==> src/rtl/button_event_decoder_pkg.sv <==
// Shared definitions for the push-button event decoder: FSM state encoding
// and default timing constants for the 50 MHz board clock.
package button_event_decoder_pkg;

  typedef enum logic [2:0] {
    IDLE   = 3'd0,
    PRESS1 = 3'd1,
    LONG   = 3'd2,
    WAIT2  = 3'd3,
    PRESS2 = 3'd4
  } btn_state_e;

  localparam int LONG_1S_50M      = 50_000_000;
  localparam int DCLICK_250MS_50M = 12_500_000;

endpackage

==> src/rtl/button_event_decoder_edge_detect.sv <==
// Single-register edge detector for an already-synchronous level input.
// Reusable for any debounced switch on the board.
module edge_detect (
  input  logic clk_i,
  input  logic lvl_i,
  output logic rise_o,
  output logic fall_o
);

  logic lvl_q;

  // Unconditional load: during reset this tracks the input, so a level held
  // through reset release does not look like a fresh edge.
  always_ff @(posedge clk_i) begin
    lvl_q <= lvl_i;
  end

  assign rise_o = lvl_i & ~lvl_q;
  assign fall_o = ~lvl_i & lvl_q;

endmodule

==> src/rtl/button_event_decoder.sv <==
// Turns a debounced button level into one-cycle press/release/short-click/
// double-click/long-press pulses. All outputs are registered.
import button_event_decoder_pkg::*;

module button_event_decoder #(
  parameter bit ACTIVE_LOW    = 1'b1,
  parameter int LONG_CYCLES   = LONG_1S_50M,
  parameter int DCLICK_CYCLES = DCLICK_250MS_50M,
  parameter int CNT_W         = 26
) (
  input  logic clk50M,
  input  logic reset,
  input  logic pressed_state,
  output logic held,
  output logic press_pulse,
  output logic release_pulse,
  output logic short_click,
  output logic double_click,
  output logic long_press
);

  localparam logic [CNT_W-1:0] LONG_LAST   = CNT_W'(LONG_CYCLES - 1);
  localparam logic [CNT_W-1:0] DCLICK_LAST = CNT_W'(DCLICK_CYCLES - 1);
  localparam logic [CNT_W-1:0] CNT_MAX     = {CNT_W{1'b1}};

  logic btn_s, rise_s, fall_s;
  logic [CNT_W-1:0] cnt_inc_s;

  btn_state_e state_q, state_d;
  logic [CNT_W-1:0] cnt_q, cnt_d;
  logic held_q;
  logic press_q, press_d;
  logic release_q, release_d;
  logic short_q, short_d;
  logic double_q, double_d;
  logic long_q, long_d;

  assign btn_s = pressed_state ^ ACTIVE_LOW;

  edge_detect u_edge (
    .clk_i  (clk50M),
    .lvl_i  (btn_s),
    .rise_o (rise_s),
    .fall_o (fall_s)
  );

  assign cnt_inc_s = (cnt_q == CNT_MAX) ? cnt_q : cnt_q + {{(CNT_W-1){1'b0}}, 1'b1};

  // State, duration counter and registered event outputs.
  always_ff @(posedge clk50M) begin
    if (reset) begin
      state_q   <= IDLE;
      cnt_q     <= '0;
      held_q    <= 1'b0;
      press_q   <= 1'b0;
      release_q <= 1'b0;
      short_q   <= 1'b0;
      double_q  <= 1'b0;
      long_q    <= 1'b0;
    end else begin
      state_q   <= state_d;
      cnt_q     <= cnt_d;
      held_q    <= btn_s;
      press_q   <= press_d;
      release_q <= release_d;
      short_q   <= short_d;
      double_q  <= double_d;
      long_q    <= long_d;
    end
  end

  // Next-state and event decode; falls take priority over the long-press
  // compare, and a second press wins over the double-click window timeout.
  always_comb begin
    state_d   = state_q;
    press_d   = 1'b0;
    release_d = 1'b0;
    short_d   = 1'b0;
    double_d  = 1'b0;
    long_d    = 1'b0;
    case (state_q)
      IDLE: begin
        if (rise_s) begin
          press_d = 1'b1;
          state_d = PRESS1;
        end else begin
          state_d = IDLE;
        end
      end
      PRESS1: begin
        if (fall_s) begin
          release_d = 1'b1;
          state_d   = WAIT2;
        end else if (cnt_q == LONG_LAST) begin
          long_d  = 1'b1;
          state_d = LONG;
        end else begin
          state_d = PRESS1;
        end
      end
      LONG: begin
        if (fall_s) begin
          release_d = 1'b1;
          state_d   = IDLE;
        end else begin
          state_d = LONG;
        end
      end
      WAIT2: begin
        if (rise_s) begin
          press_d  = 1'b1;
          double_d = 1'b1;
          state_d  = PRESS2;
        end else if (cnt_q == DCLICK_LAST) begin
          short_d = 1'b1;
          state_d = IDLE;
        end else begin
          state_d = WAIT2;
        end
      end
      PRESS2: begin
        if (fall_s) begin
          release_d = 1'b1;
          state_d   = IDLE;
        end else begin
          state_d = PRESS2;
        end
      end
      default: begin
        state_d = IDLE;
      end
    endcase
    if (state_d != state_q) begin
      cnt_d = '0;
    end else begin
      cnt_d = cnt_inc_s;
    end
  end

  assign held          = held_q;
  assign press_pulse   = press_q;
  assign release_pulse = release_q;
  assign short_click   = short_q;
  assign double_click  = double_q;
  assign long_press    = long_q;

endmodule
==> config.mk <==
export PLATFORM = sky130hd
export DESIGN_NAME = button_event_decoder
export DESIGN_NICKNAME = d
export VERILOG_FILES = /design/src/rtl/button_event_decoder_pkg.sv /design/src/rtl/button_event_decoder_edge_detect.sv /design/src/rtl/button_event_decoder.sv
export SDC_FILE = /design/constraint.sdc
export NUM_CORES = 1
export LEC_CHECK = 0
export BUFFER_PORTS_ARGS = -buffer_cell sky130_fd_sc_hd__buf_2
export CAP_MARGIN = 20
export CORE_ASPECT_RATIO = 0.9
export CORE_MARGIN = 8
export CORE_UTILIZATION = 25
export DETAILED_ROUTE_END_ITERATION = 7
export GPL_TIMING_DRIVEN = 0
export HOLD_SLACK_MARGIN = 0.15
export PLACE_DENSITY = 0.46
export SYNTH_ARGS = -nofsm -noshare
export SYNTH_HDL_FRONTEND = slang
export SYNTH_SLANG_ARGS = --single-unit
==> constraint.sdc <==
create_clock -name clk50M -period 3 [get_ports clk50M]
set_clock_uncertainty 0.1 [all_clocks]
set_input_delay 0 -clock clk50M [delete_from_list [all_inputs] [get_ports clk50M]]
set_output_delay 0 -clock clk50M [all_outputs]
set_load 0.005 [all_outputs]
# Yosys cells after proc, flatten, opt, wreduce, memory -nomap -nowiden
# Index checks and enable logic that the tools add are counted.
# classes
n_addsub	1
mux	12
n_reduce_logical	9
eq_ne	8
bitwise	8
# op_table
operator	n
$eq 26x26->1 const B	2
$add 26x1->26 const B	1
$eq 26x24->1 const B	1
$pmux 3 s5	1
$reduce_or 2->1	5
$reduce_or 3->1	3
$mux 2	4
$eq 3x2->1 const B	2
$mux 3	2
$not 1->1	6
$mux 1	5
$eq 3x1->1 const B	1
$eq 3x3->1 const B	1
$logic_not 3->1	1
$ne 3x3->1	1
$and 1x1->1	2
# totals
out_inout_bits	6
register_bits	36

# Longest topological paths before layout
# Gate-level depths: netlist of the first run.
# depth
word_depth	6
mapped_depth	8
depth_no_buf	6

# Hierarchy
# From an unflattened synthesis of the first run, not the netlist that was laid out.
# unflattened
hier_cells	220
hier_area_um2	1984.4
# modules_own_cells
mod	n_inst	seq_area_each_um2	cells_each	area_per_inst_um2
button_event_decoder	1	700.7	217	1949.4
edge_detect	1	20.0	3	35.0

# Least setup slack after synthesis of the first run
# OpenSTA, ideal clock, no wires.
# synth_path
path_kind	register -> register
startpoint	reg cnt_q[0]
endpoint	reg cnt_q[23]
setup_slack_ns	0.793
arrival_ns	1.981
path_stages_with_launch	9
n_path_buf	2
synth_period_minus_slack_ns	2.207
setup_ns	0.125
path_cell_list	dfxtp_1 -> ha_1 -> clkbuf_1 -> nand2_1 -> nor4_4 -> nand4_2 -> a211oi_4 -> buf_6 -> a211oi_1
# synth_via
elab_chain_len	6
elab_cells_between_ends	11
# synth_lines
item	line	rtl
from (decl)	button_event_decoder.sv:30	logic [CNT_W-1:0] cnt_q, cnt_d;
from (signal assigned)	button_event_decoder.sv:62	cnt_q <= cnt_d;
$eq 26x24->1 or $eq 26x26->1 (tied branches)	button_event_decoder.sv:114, button_event_decoder.sv:94	
$mux 2, on equally long branches	button_event_decoder.sv:114, button_event_decoder.sv:94	
$mux 3 or $mux 2 (tied branches)	button_event_decoder.sv:110, button_event_decoder.sv:91	
$pmux 3 s5	button_event_decoder.sv:81	case (state_q)
$ne 3x3->1	button_event_decoder.sv:133	if (state_d != state_q) begin
$reduce_or 2->1 (no source line)	--	
# Several ways; a longest one is shown, not always the timed one.
# A chain may end at the register's enable or synchronous reset.

# Worst setup path after layout of the first run
# Same ends and word-level chain as after synthesis.

==> results of run 1 <==
==> stage by stage <==
| step | instances | instance area, µm² |
|---|---|---|
| 2_1_floorplan | 235 | 2000 |
| 6_report | 351 | 2280 |
| 3_5_place_dp | 341 | 2160 |
| 5_1_grt | 351 | 2280 |
| 3_3_place_gp | 341 | 2160 |
| 4_1_cts | 351 | 2280 |
==> cells in the final DEF (no fill, tap or decap), types with 3 or more instances in the layout <==
cell	count
sky130_fd_sc_hd__a211oi_1	10
sky130_fd_sc_hd__a21oi_1	5
sky130_fd_sc_hd__a31oi_1	4
sky130_fd_sc_hd__and2_1	4
sky130_fd_sc_hd__buf_2	11
sky130_fd_sc_hd__buf_6	4
sky130_fd_sc_hd__clkbuf_1	7
sky130_fd_sc_hd__clkbuf_8	7
sky130_fd_sc_hd__dfxtp_1	36
sky130_fd_sc_hd__dlygate4sd3_1	3
sky130_fd_sc_hd__inv_1	6
sky130_fd_sc_hd__nand2_1	19
sky130_fd_sc_hd__nand3_1	6
sky130_fd_sc_hd__nand4_1	14
sky130_fd_sc_hd__nor2_1	16
sky130_fd_sc_hd__nor3_1	29
sky130_fd_sc_hd__nor3_2	3
sky130_fd_sc_hd__nor4_1	9
sky130_fd_sc_hd__o21ai_0	3
sky130_fd_sc_hd__or3_1	3
sky130_fd_sc_hd__xnor2_1	16
==> critical path: cells and delay by family (launching register included) <==
family,cells,cell delay [ns]
AO/OA/AOI/OAI,2,0.59
adder cells (fa/ha/maj),1,0.18
buffers and inverters,2,0.58
flip-flops,1,0.44
AND/OR/NAND/NOR,3,0.76
==> routing by layer <==
layer | global-route usage [%] | vias to the layer above | wire, µm
met5 | 0 | - | 0
met4 | 3.48 | 0 | 53
met3 | 2.37 | 5 | 213
met2 | 13.6 | 31 | 2120
met1 | 14.3 | 857 | 2740
li1 | - | 913 | -
==> power by group <==
group          internal, mW  leakage, nW  switching [mW]  total (mW)
Sequential            0.487        0.291          0.0104       0.498
Combinational        0.0295        0.335          0.0514      0.0809
Clock                 0.205       0.0503           0.169       0.374
==> logic make-up after synthesis <==
kind of cell / share of synthesized area, %
flops: 36.1
simple gates: 35.2
compound gates: 13.5
mux: 1.00
fa+ha+maj: 0.626
xor+xnor: 7.89
buf+inv: 5.70
==> path summary, 6_finish.rpt <==
check / start / end / depth (start not counted)
max: cnt_q[0] / cnt_q[23] / 8
min: pressed_state / u_edge.lvl_q / 3
max reg2reg: cnt_q[0] / cnt_q[23] / 8
min reg2reg: cnt_q[23] / cnt_q[23] / 2
==> layout make-up <==
class                   count  area (µm²)  area share, %
clock buffers               7        96.3           4.22
inverters                   6        22.5          0.986
flip-flops and latches     36         721           31.6
repair buffers             10        65.1           2.85
well taps                  99         124           5.42
plain buffers              15        91.3           4.00
multi-input cells         178        1160           51.0
==> what timing repair did <==
action | CTS | global route
hold buffers | 3 | 0
endpoints found under the setup margin | 0 | 0
hold endpoints to repair | 9 | 0
==> metrics list, run 1 <==
- For this design the static power due to leakage is 0.677 nW.
* Final RePlAce weighted congestion: 0.786
- Final Max Tran Viols: 0
- The commonest cells after synthesis are sky130_fd_sc_hd__dfxtp_1 (36), sky130_fd_sc_hd__nor3_1 (29), sky130_fd_sc_hd__nand2_1 (19).
* Die Height: 101 µm
- The net count of the finished layout is 256.
- In the final timing run, aggregate negative setup slack is 0 ns.
- HPWL after detailed placement: 3630 µm
* Register bit count reported by yosys: 36
- No sink is reached through more buffers than the 2 on the longest clock path.
- CTS built an H-tree with a depth of 2.
* FP Rows: 31
- The number of failing hold endpoints at the final stage is 0.
- Summed over its instances, the top area cell type makes up 36.1% of the synthesized netlist area.
* Post-Synthesis Net Count: 239
- Core area: 0.00791 mm²
* Wire length of the first global-routing pass: 8690 µm
* Syn Std Cell Area: 0.00200 mm²
* Via count of the first global-routing pass: 1,694
* Largest stage delay, worst path: 0.53 ns
- Hold Path Class: primary input to flop
- TritonCTS built the clock tree.
* Reg-to-reg setup timing slack: 0.22 ns
- Peak ir drop on the vdd network: 0.128 mV
- Kind of critical path: flop to flop
- Flip-flop count of the largest register after layout: 26
* Synth unique cells: 46
- CP max FO: 10
- I/O Pins: 9
- RSZ-0062 raised after global routing: false
- Die span in x: 110 µm
- After filler insertion, the fill cell instance count of the layout stands at 885.
- Total via count after detailed routing: 1,806
* Final core utilization: 28.9%
- Total of endpoints with negative setup slack in the final report: 0
* Number of post-CTS setup repair buffers: 0
- Final WL: 5130 µm
* Routed len/inst: 14.6 µm
- Headroom to the max-slew limit came out at 59.6%.
* Crit share post-route: 92.8%
- Arrival time at the worst endpoint: 2.85 ns
- The tree built by TritonCTS fans out to 36 sinks.
* Pwr Density: 417 mW/mm²
- In the final layout, the registers with the most flip-flops are cnt_q (26), state_q (3).
- For this run, the number of Yosys warnings is 0.
- The slowest stage of the critical path belongs to the cell sky130_fd_sc_hd__a211oi_4.
- Remaining number of nets flagged by the antenna check after routing: 0
- Hold timing on the final database bottoms out at a slack of 0.396 ns.
* Detail-routed via count per cell: 5.15
- Main synth FF type: sky130_fd_sc_hd__dfxtp_1
- Setup slack closes at 0.217 ns.
- The number of antenna violations at the first check in global routing came to 0.
* Pre-CTS worst setup slack: 0.270 ns
- The worst setup path is launched from a flop.
- Summing internal, switching and leakage power gives 0.952 mW.
- During placement, the flow inserted port buffers numbering 7.
* Reg clk slew, reported paths: 0.07 ns
* Library cell occupying the most area in the post-synthesis netlist: sky130_fd_sc_hd__dfxtp_1
- Across the run, the number of max-cap violations was 0.
- Fraction of final layout cells with drive strength greater than 1: 13.9%
- Initial cell density of the core: 25.3%
* Number of standard cells after synthesis: 235
* Cells traversed along the worst timing path: ha_1, clkbuf_1, nand2_1, nor4_4, nand4_2, a211oi_4, buf_6, a211oi_1
- Starting DRC count in detailed routing: 94
* Count of flip-flops with a built-in enable after synthesis: 0
- Before antenna repair, the detailed router went through 4 iterations.
- STA puts the critical path data required time at 3.06 ns.
- After synthesis, the share of flip-flops with an asynchronous set or reset is 0%.
* Maximum number of pins on one net before global-route repair: 11
- For this run the aggregate overflow at the end of global routing stands at 0.
- Area enclosed by the die boundary: 0.0111 mm²
- Biggest register: cnt_q
- STA classifies the critical path endpoint as a flop.
- Tmin final: 2.78 ns
- The flow ran to the end, and the final reports show no timing, DRC or antenna violations.
- Inserted Diodes: 0
* Synthesized area per cell: 8.50 µm²
* Maximum clock rate: 0.359 GHz
- Master cell of the clock root buffer: sky130_fd_sc_hd__clkbuf_8
* Detailed-route DRC error count: 0
* Leading cell types by total area after synthesis: sky130_fd_sc_hd__dfxtp_1 (36%), sky130_fd_sc_hd__nor3_1 (7.3%), sky130_fd_sc_hd__xnor2_1 (7.0%), sky130_fd_sc_hd__nand4_1 (4.4%), sky130_fd_sc_hd__a211oi_1 (3.8%)
* Count leader, synth: sky130_fd_sc_hd__dfxtp_1
* Portion of the post-synthesis area used by sequential elements: 36.1%
- At the pin with the least slew margin, the transition time is 0.601 ns.
- Number of buffers created by CTS: 5
- From synthesis to final layout, the design area changed by 14.3%.
- Gates resized during post-CTS repair numbered 0.
- At the later pin of the worst-skew pair, clock insertion delay measures 0.28 ns.
- In the global route stage, overall resource usage came out at 9.87%.
Power figures use the tool's default switching activity.
==> inputs of run 2 (changes only) <==
ABC_AREA = 1   (was unset)
==> run 2 against run 1 <==
  * Power decreased by 1.4%
  * Setup slack improved by 0.54 ns
  * Non-clock buffer count decreased by 7
  * Critical endpoint is now cnt_q[6]
  * Highest routed layer unchanged
==> metrics list, run 2 <==
* Setup TNS after final layout: 0 ns (unchanged)
* Leading cell types by total area after synthesis: sky130_fd_sc_hd__dfxtp_1 (32%), sky130_fd_sc_hd__nor2_1 (11%), sky130_fd_sc_hd__nand2_1 (9.5%), sky130_fd_sc_hd__nor3_2 (9.0%), sky130_fd_sc_hd__xor2_1 (5.9%)
* Detailed-route DRC error count: 0 (unchanged)
* Share of async-settable or async-resettable flops after synthesis: 0% (unchanged)
- HPWL after detailed placement: 4300 µm (+18%)
* Final count of hold timing violations: 0 (unchanged)
- The worst setup path is launched from a flop.
* Finished layout cell area: 0.00251 mm² (+10%)
- Critical path endpoint category: flop
- Part of the power in the clock network: 38.5% (-0.8 points)
* Min-delay src: pressed_state
* Terminus of the critical flop-to-flop path: cnt_q[6]
* Detail-routed via count per cell: 4.24 (-18%)
* Routed len/inst: 12.5 µm (-15%)
- Post-Synthesis Net Count: 313 (+31%)
- Via count of the first global-routing pass: 1,843 (+8.8%)
* Worst-case clock buffer depth: 2 (unchanged)
- The smallest setup slack after layout came to 0.758 ns (+0.540 ns).
* CTS HTree Levels: 2 (unchanged)
- The largest fanout of any net on the critical path was 10 (unchanged).
* Synth unique cells: 30 (-35%)
- Master cell of the clock root buffer: sky130_fd_sc_hd__clkbuf_8
- Result of the run: complete, no violations
- Flip-flop count of the largest register after layout: 26 (unchanged)
- The total congestion overflow was 0 (unchanged).
- Detailed Routing Iterations Pass 1: 4 (unchanged)
- The share of the cycle needed by the critical path after routing came to 74.7% (-18 points).
- The total power density per cell area is 374 mW/mm² (-10%).
* Launch instance of the worst register-to-register path: cnt_q[0]
* Worst R2R Path Depth: 11 (+3)
* Count of hold buffers inserted by post-cts repair: 2 (-1)
- Fill cell count: 967 (+9.3%)
- PortBufs: 7 (unchanged)
* Critical Path RT: 3.08 ns (+0.02 ns)
- The number of cell rows was 32 (+3.2%).
- The mean instance size in the synthesized netlist was 7.19 µm² (-15%).
* Most common cell after layout, fill and taps aside: sky130_fd_sc_hd__nor2_1
- Synthesis Warnings: 0 (unchanged)
- Arrival time at the worst endpoint: 2.32 ns (-0.53 ns)
- Area of combinational cells with multiple inputs: 0.00129 mm² (+11%)
- Latest clock arrival within the worst-skew pair: 0.29 ns (about the same)
- The total number of nets in the final design was 329 (+29%).
* Die span in x: 115 µm (+4.6%)
- The chip height is 105 µm (+4.6%).
* Fraction of power spent switching nets: 25.3% (+1.0 points)
- The worst hold path terminates at u_edge.lvl_q.
- Number of buffers created by CTS: 5 (unchanged)
* Largest registers ranked by flip-flop count: cnt_q (26), state_q (3)
* Fraction of final layout cells with drive strength greater than 1: 19.6% (+5.7 points)
- Number of gates resized after CTS: 0 (unchanged)
* Count of flip-flops with a built-in enable after synthesis: 0 (unchanged)
- The post-layout total power is 0.939 mW (-1.4%).
- Core area: 0.00861 mm² (+8.8%)
- The antenna diode instance count is 0 (unchanged).
* Maximum number of pins on one net before global-route repair: 11 (unchanged)
- Syn Std Cell Area: 0.00222 mm² (+11%)
- Starting DRC count in detailed routing: 80 (-15%)
* Number of antenna violations at the first check in global routing: 0 (unchanged)
- The sequential fraction of design power is 52.2% (about the same).
- sky130_fd_sc_hd__nor2_1 is the most common cell in the netlist.
* Net load switching power: 0.238 mW (+2.9%)
- Library cell occupying the most area in the post-synthesis netlist: sky130_fd_sc_hd__dfxtp_1
* Internal Pwr Total: 0.702 mW (-2.7%)
- RSZ-0062 raised after global routing: false
* Hold Path Class: primary input to flop
- The library cells used most frequently in the layout, excluding fill and tap cells, are sky130_fd_sc_hd__nor2_1 (66), sky130_fd_sc_hd__nand2_1 (56), sky130_fd_sc_hd__dfxtp_1 (36).
- The maximum clock frequency came to 0.446 GHz (+24%).
- TritonCTS built the clock tree.
- The clock period minus worst slack is 2.24 ns (-0.540 ns).
- The post-synthesis cell count came to 309 (+31%).
* Initial cell density of the core: 25.8% (+0.55 points)
* Remaining number of nets flagged by the antenna check after routing: 0 (unchanged)
* Number of post-CTS setup repair buffers: 0 (unchanged)
* Global Route Usage Sum: 9.89% (+0.016 points)
- The clock sink count is 36 (unchanged).
- Final RePlAce weighted congestion: 0.848 (+8.0%)
- Reg clk slew, reported paths: 0.07 ns (about the same)
- Total of endpoints with negative setup slack in the final report: 0 (unchanged)
* Kind of critical path: flop to flop
- Synth-to-Final Area Change: 13.2%
- The slew at the pin with the worst max-slew slack is 0.399 ns (-0.202 ns).
- The part of the Yosys area used for sequential elements came to 32.5% (-3.6 points).
- The count of final max-slew check failures came to 0 (unchanged).
* Register bit count reported by yosys: 36 (unchanged)
* Wire length of the first global-routing pass: 9510 µm (+9.5%)
- The number of maximum-capacitance violations is 0 (unchanged).
- The final hold slack was 0.339 ns (-0.0574 ns).
- Leakage power total: 0.901 nW (+33%)
- The total placed instance area came to 0.00240 mm² (+11%).
- I/O Pins: 9 (unchanged)
- Proportion of power drawn by combinational gates: 9.3% (+0.8 points)
* Final WL: 5560 µm (+8.4%)
* Pre-CTS worst setup slack: 0.785 ns (+0.515 ns)
* Peak ir drop on the vdd network: 0.147 mV (+15%)
- The register with the most flip-flops in the final layout is cnt_q.
* Total via count after detailed routing: 1,885 (+4.4%)
* Area used by sequential logic in the layout: 721 µm² (unchanged)
- The area share of the largest cell type after synthesis came to 32.5% (-3.6 points).
* Main synth FF type: sky130_fd_sc_hd__dfxtp_1
- Area enclosed by the die boundary: 0.0122 mm² (+9.4%)
- The relative slew slack came to 73.2% (+14 points).
- Counting instances in the post-synthesis netlist gives the leading cell types as sky130_fd_sc_hd__nor2_1 (66), sky130_fd_sc_hd__nand2_1 (56), sky130_fd_sc_hd__dfxtp_1 (36).
- Worst hold path cell count: 3 (unchanged)
- The register-to-register setup slack came to 0.76 ns (+0.54 ns).
[run 2: worst max-delay path, stage by stage (launching register included)]
cell	delay (ns)
sky130_fd_sc_hd__dfxtp_1	0.40
sky130_fd_sc_hd__ha_1	0.34
sky130_fd_sc_hd__nand3_4	0.18
sky130_fd_sc_hd__inv_2	0.13
sky130_fd_sc_hd__nand2_1	0.06
sky130_fd_sc_hd__nor2_1	0.10
sky130_fd_sc_hd__nand2_1	0.10
sky130_fd_sc_hd__nand2_2	0.09
sky130_fd_sc_hd__nand2_2	0.07
sky130_fd_sc_hd__o21ai_4	0.27
sky130_fd_sc_hd__buf_6	0.22
sky130_fd_sc_hd__nor3_2	0.06
[run 2: power groups by stage]
stage	clock network (mW)	logic (mW)	registers, mW
6_report	0.362	0.0875	0.490
5_1_grt	0.399	0.0966	0.492
4_1_cts	0.378	0.0884	0.490
3_5_place_dp	0	0.0862	0.502
3_3_place_gp	0	0.0853	0.501
2_1_floorplan	0	0.0679	0.501
[run 2: cell families after synthesis]
logic type      after synthesis  share of synthesized area, %
buf+inv                      42                          9.24
simple gates                199                          45.8
fa+ha+maj                     1                         0.563
flops                        36                          32.5
xor+xnor                     23                          9.07
compound gates                8                          2.87
[run 2: per-stage QoR]
stage | cells | utilization (%)
final | 445 | 29.2
after floorplan | 309 | -
after global placement | 435 | 27.9
after detailed placement | 435 | 27.9
after CTS | 445 | 29.2
after global routing | 445 | 29.2
[run 2: worst max path at each step]
stage | from | to | cells past startpoint
4_1_cts | cnt_q[0] | cnt_q[6] | 11
2_1_floorplan | cnt_q[0] | cnt_q[8] | 11
6_report | cnt_q[0] | cnt_q[6] | 11
5_1_grt | cnt_q[0] | cnt_q[6] | 11
3_3_place_gp | cnt_q[0] | cnt_q[9] | 11
3_5_place_dp | cnt_q[0] | cnt_q[14] | 11
[run 2: cell type report]
| class | instances | share of cell area, % |
|---|---|---|
| Clock buffer | 8 | 3.58 |
| Multi-Input combinational cell | 231 | 51.5 |
| Tap cell | 119 | 5.92 |
| Timing Repair Buffer | 9 | 2.19 |
| Inverter | 33 | 4.98 |
| Buffer | 9 | 3.18 |
| Sequential cell | 36 | 28.7 |
[run 2: layer usage]
metal | GRT usage (%) | vias to the layer above | part of all wire (%) | routed length [µm]
met5 | 0 | - | 0 | 0
met4 | 3.00 | 0 | 1.3 | 72
met3 | 2.45 | 7 | 3.7 | 207
met2 | 14.8 | 22 | 43 | 2410
met1 | 13.6 | 849 | 52 | 2870
li1 | - | 1007 | - | -
==> inputs of run 3 (changes only) <==
PLACE_DENSITY = 0.47   (was 0.46)
clock period = 2 ns   (was 3 ns; I/O delays follow)
==> run 3 against run 2 <==
  * Non-clock buffer count increased by 8
  * Hold slack got worse by 0.0063 ns
  * Critical path type unchanged
  * Sequential power increased by 51%
  * Combinational power increased by 98%
==> metrics list, run 3 (same netlist as run 2, synthesis figures left out) <==
* Biggest register: cnt_q
- TritonCTS built the clock tree.
- FP Rows: 32 (unchanged)
- The total routing resource utilization after global routing was 9.89% (about the same).
- The slew at the pin with the worst max-slew slack is 0.411 ns (+0.0116 ns).
- Result of the run: complete, no violations
- Most common cell after layout, fill and taps aside: sky130_fd_sc_hd__nor2_1
- The number of fill cells in the layout came to 928 (-4.0%).
- Maximum number of pins on one net before global-route repair: 12 (+1)
* Master cell of the clock root buffer: sky130_fd_sc_hd__clkbuf_8
- The H-tree level count is 2 (unchanged).
- Largest registers ranked by flip-flop count: cnt_q (26), state_q (3)
- The final estimated routing congestion in global placement is 0.840 (-0.93%).
* Reg clk slew, reported paths: 0.08 ns (about the same)
- Tmin final: 1.90 ns (-0.344 ns)
* Final Max Tran Viols: 0 (unchanged)
* Latest clock arrival within the worst-skew pair: 0.30 ns (about the same)
* Hold Path Class: primary input to flop
- Fraction of final layout cells with drive strength greater than 1: 26.9% (+7.3 points)
* Peak ir drop on the vdd network: 0.226 mV (+54%)
- The global-route wire length before repair was 9550 µm (+0.43%).
- The share of the cycle needed by the critical path after routing came to 94.9% (+20 points).
- CP startpoint kind: flop
- Die span in x: 115 µm (unchanged)
- Nets: 337 (+2.4%)
* Via count of the first global-routing pass: 1,978 (+7.3%)
- Setup TNS after final layout: 0 ns (unchanged)
- Remaining number of nets flagged by the antenna check after routing: 0 (unchanged)
- The detailed placer's ending HPWL came to 4250 µm (-1.1%).
- The core region area is 0.00861 mm² (unchanged).
* Pwr Density: 576 mW/mm² (+54%)
- Flip-flop count of the largest register after layout: 26 (unchanged)
- The detail-routed via count per cell was 4.28 (+1.0%).
- In the layout the commonest cells are sky130_fd_sc_hd__nor2_1 (63), sky130_fd_sc_hd__nand2_1 (53), sky130_fd_sc_hd__inv_1 (30).
- Arrival time at the worst endpoint: 2.03 ns (-0.29 ns)
- Total of endpoints with negative setup slack in the final report: 0 (unchanged)
* Count of placed standard cells including taps: 435 (unchanged)
- Final WL: 5620 µm (+1.1%)
- Die Height: 105 µm (unchanged)
* Cells traversed along the worst timing path: ha_4, nand3_4, inv_4, buf_4, nand2_2, nor2_4, nand2_2, clkinv_2, buf_4, nor2_1, nor3_2
* CTS sink cnt: 36 (unchanged)
- The slowest stage of the critical path belongs to the cell sky130_fd_sc_hd__dfxtp_4.
* Critical Path RT: 2.13 ns (-0.95 ns)
- Number of buffers created by CTS: 5 (unchanged)
* Inserted Diodes: 0 (unchanged)
- CP max FO: 10 (unchanged)
- The delay of the slowest critical-path stage was 0.37 ns (-0.03 ns).
- The number of violations reported at the end of detailed-routing iteration 0 came to 93 (+16%).
* Max-cap violations: 0 (unchanged)
- The detail-routed net length per standard cell was 12.4 µm (-0.72%).
- The total via count in the routed design is 1,939 (+2.9%).
* Critical path endpoint category: flop
* Final count of hold timing violations: 0 (unchanged)
* Leakage power total: 0.963 nW (+7.0%)
- The number of ports placed on the die boundary was 9 (unchanged).
- Synth-to-Final Area Change: 21.4%
* Crit path buf inv count: 4 (+2)
* Grt total ovfl: 0 (unchanged)
- Detailed Routing Iterations Pass 1: 4 (unchanged)
- The number of antenna violations at the first check in global routing was 0 (unchanged).
- The port buffer count was 7 (unchanged).
* Kind of critical path: flop to flop
- The initial standard-cell utilization of the core was 25.8% (unchanged).
* Kind of cell adding the most delay to the critical path: simple AND/OR/NAND/NOR gates
- Maximum clock rate: 0.527 GHz (+18%)
- Area enclosed by the die boundary: 0.0122 mm² (unchanged)
- Non-filler cells, final: 453 (+1.8%)
- Worst-case clock buffer depth: 2 (unchanged)
* Detailed-route DRC error count: 0 (unchanged)
- The relative slew slack is 72.4% (-0.78 points).
-- run 3: cell count changes in the layout (fill, tap and decap cells not counted), sizes merged --
cell	before	now
clkinv	1	2
clkbuf	9	7
bufinv	0	1
buf	15	23
-- run 3: path summary, 6_finish.rpt --
check                 end     startpoint  slack, ns  cells past startpoint
max             cnt_q[17]       cnt_q[1]       0.10                     11
min          u_edge.lvl_q  pressed_state       0.33                      3
max reg2reg     cnt_q[17]       cnt_q[1]       0.10                     11
min reg2reg    long_press   u_edge.lvl_q       0.51                      3
-- run 3: repair_timing --
item                                    4_1_cts  5_1_grt
buffers inserted                              5        3
pin swaps                                     2        5
gates resized for setup                      13       13
gates cloned                                  1        0
endpoints found under the hold margin         9        0
endpoints found under the setup margin       26       27
hold buffers                                  2        0
-- run 3: per-layer routing --
metal	wire, µm	up-vias	GRT usage (%)
li1	-	1025	-
met1	2820	873	13.5
met2	2530	34	15.5
met3	185	7	1.37
met4	82	0	3.37
met5	0	-	0
-- run 3: cell type report --
cell class	instances	area, µm²	share of cell area [%]
Buffer	8	82.6	3.06
Clock buffer	6	72.6	2.69
Clock inverter	2	35.0	1.30
Inverter	33	128	4.73
Multi-Input combinational cell	231	1340	49.6
Sequential cell	36	737	27.3
Tap cell	119	149	5.52
Timing Repair Buffer	18	155	5.75
-- run 3: worst register-to-register path, delay by kind of cell, from the launching register on --
kind / cells / cell delay [ns]
fa+ha+maj: 1 / 0.16
buf+inv: 4 / 0.53
simple gates: 6 / 0.68
flops: 1 / 0.37
-- run 3: per-stage QoR --
stage	power [mW]	util, %	setup WS, ns	instance area, µm²	hold slack (ns)
floorplan	0.853	-	0.128	2220	-0.0435
global placement	0.881	27.9	-0.235	2400	0.0919
detailed placement	0.881	27.9	-0.238	2400	0.0969
CTS	1.57	30.8	0.00601	2650	0.324
global route	1.62	31.3	-0.0214	2700	0.358
finish	1.55	31.3	0.102	2700	0.333
-- run 3: power by group --
| group | switching, mW | leakage [nW] | internal, mW |
|---|---|---|---|
| Clock | 0.272 | 0.0552 | 0.370 |
| Combinational | 0.0955 | 0.612 | 0.0771 |
| Sequential | 0.0101 | 0.296 | 0.728 |
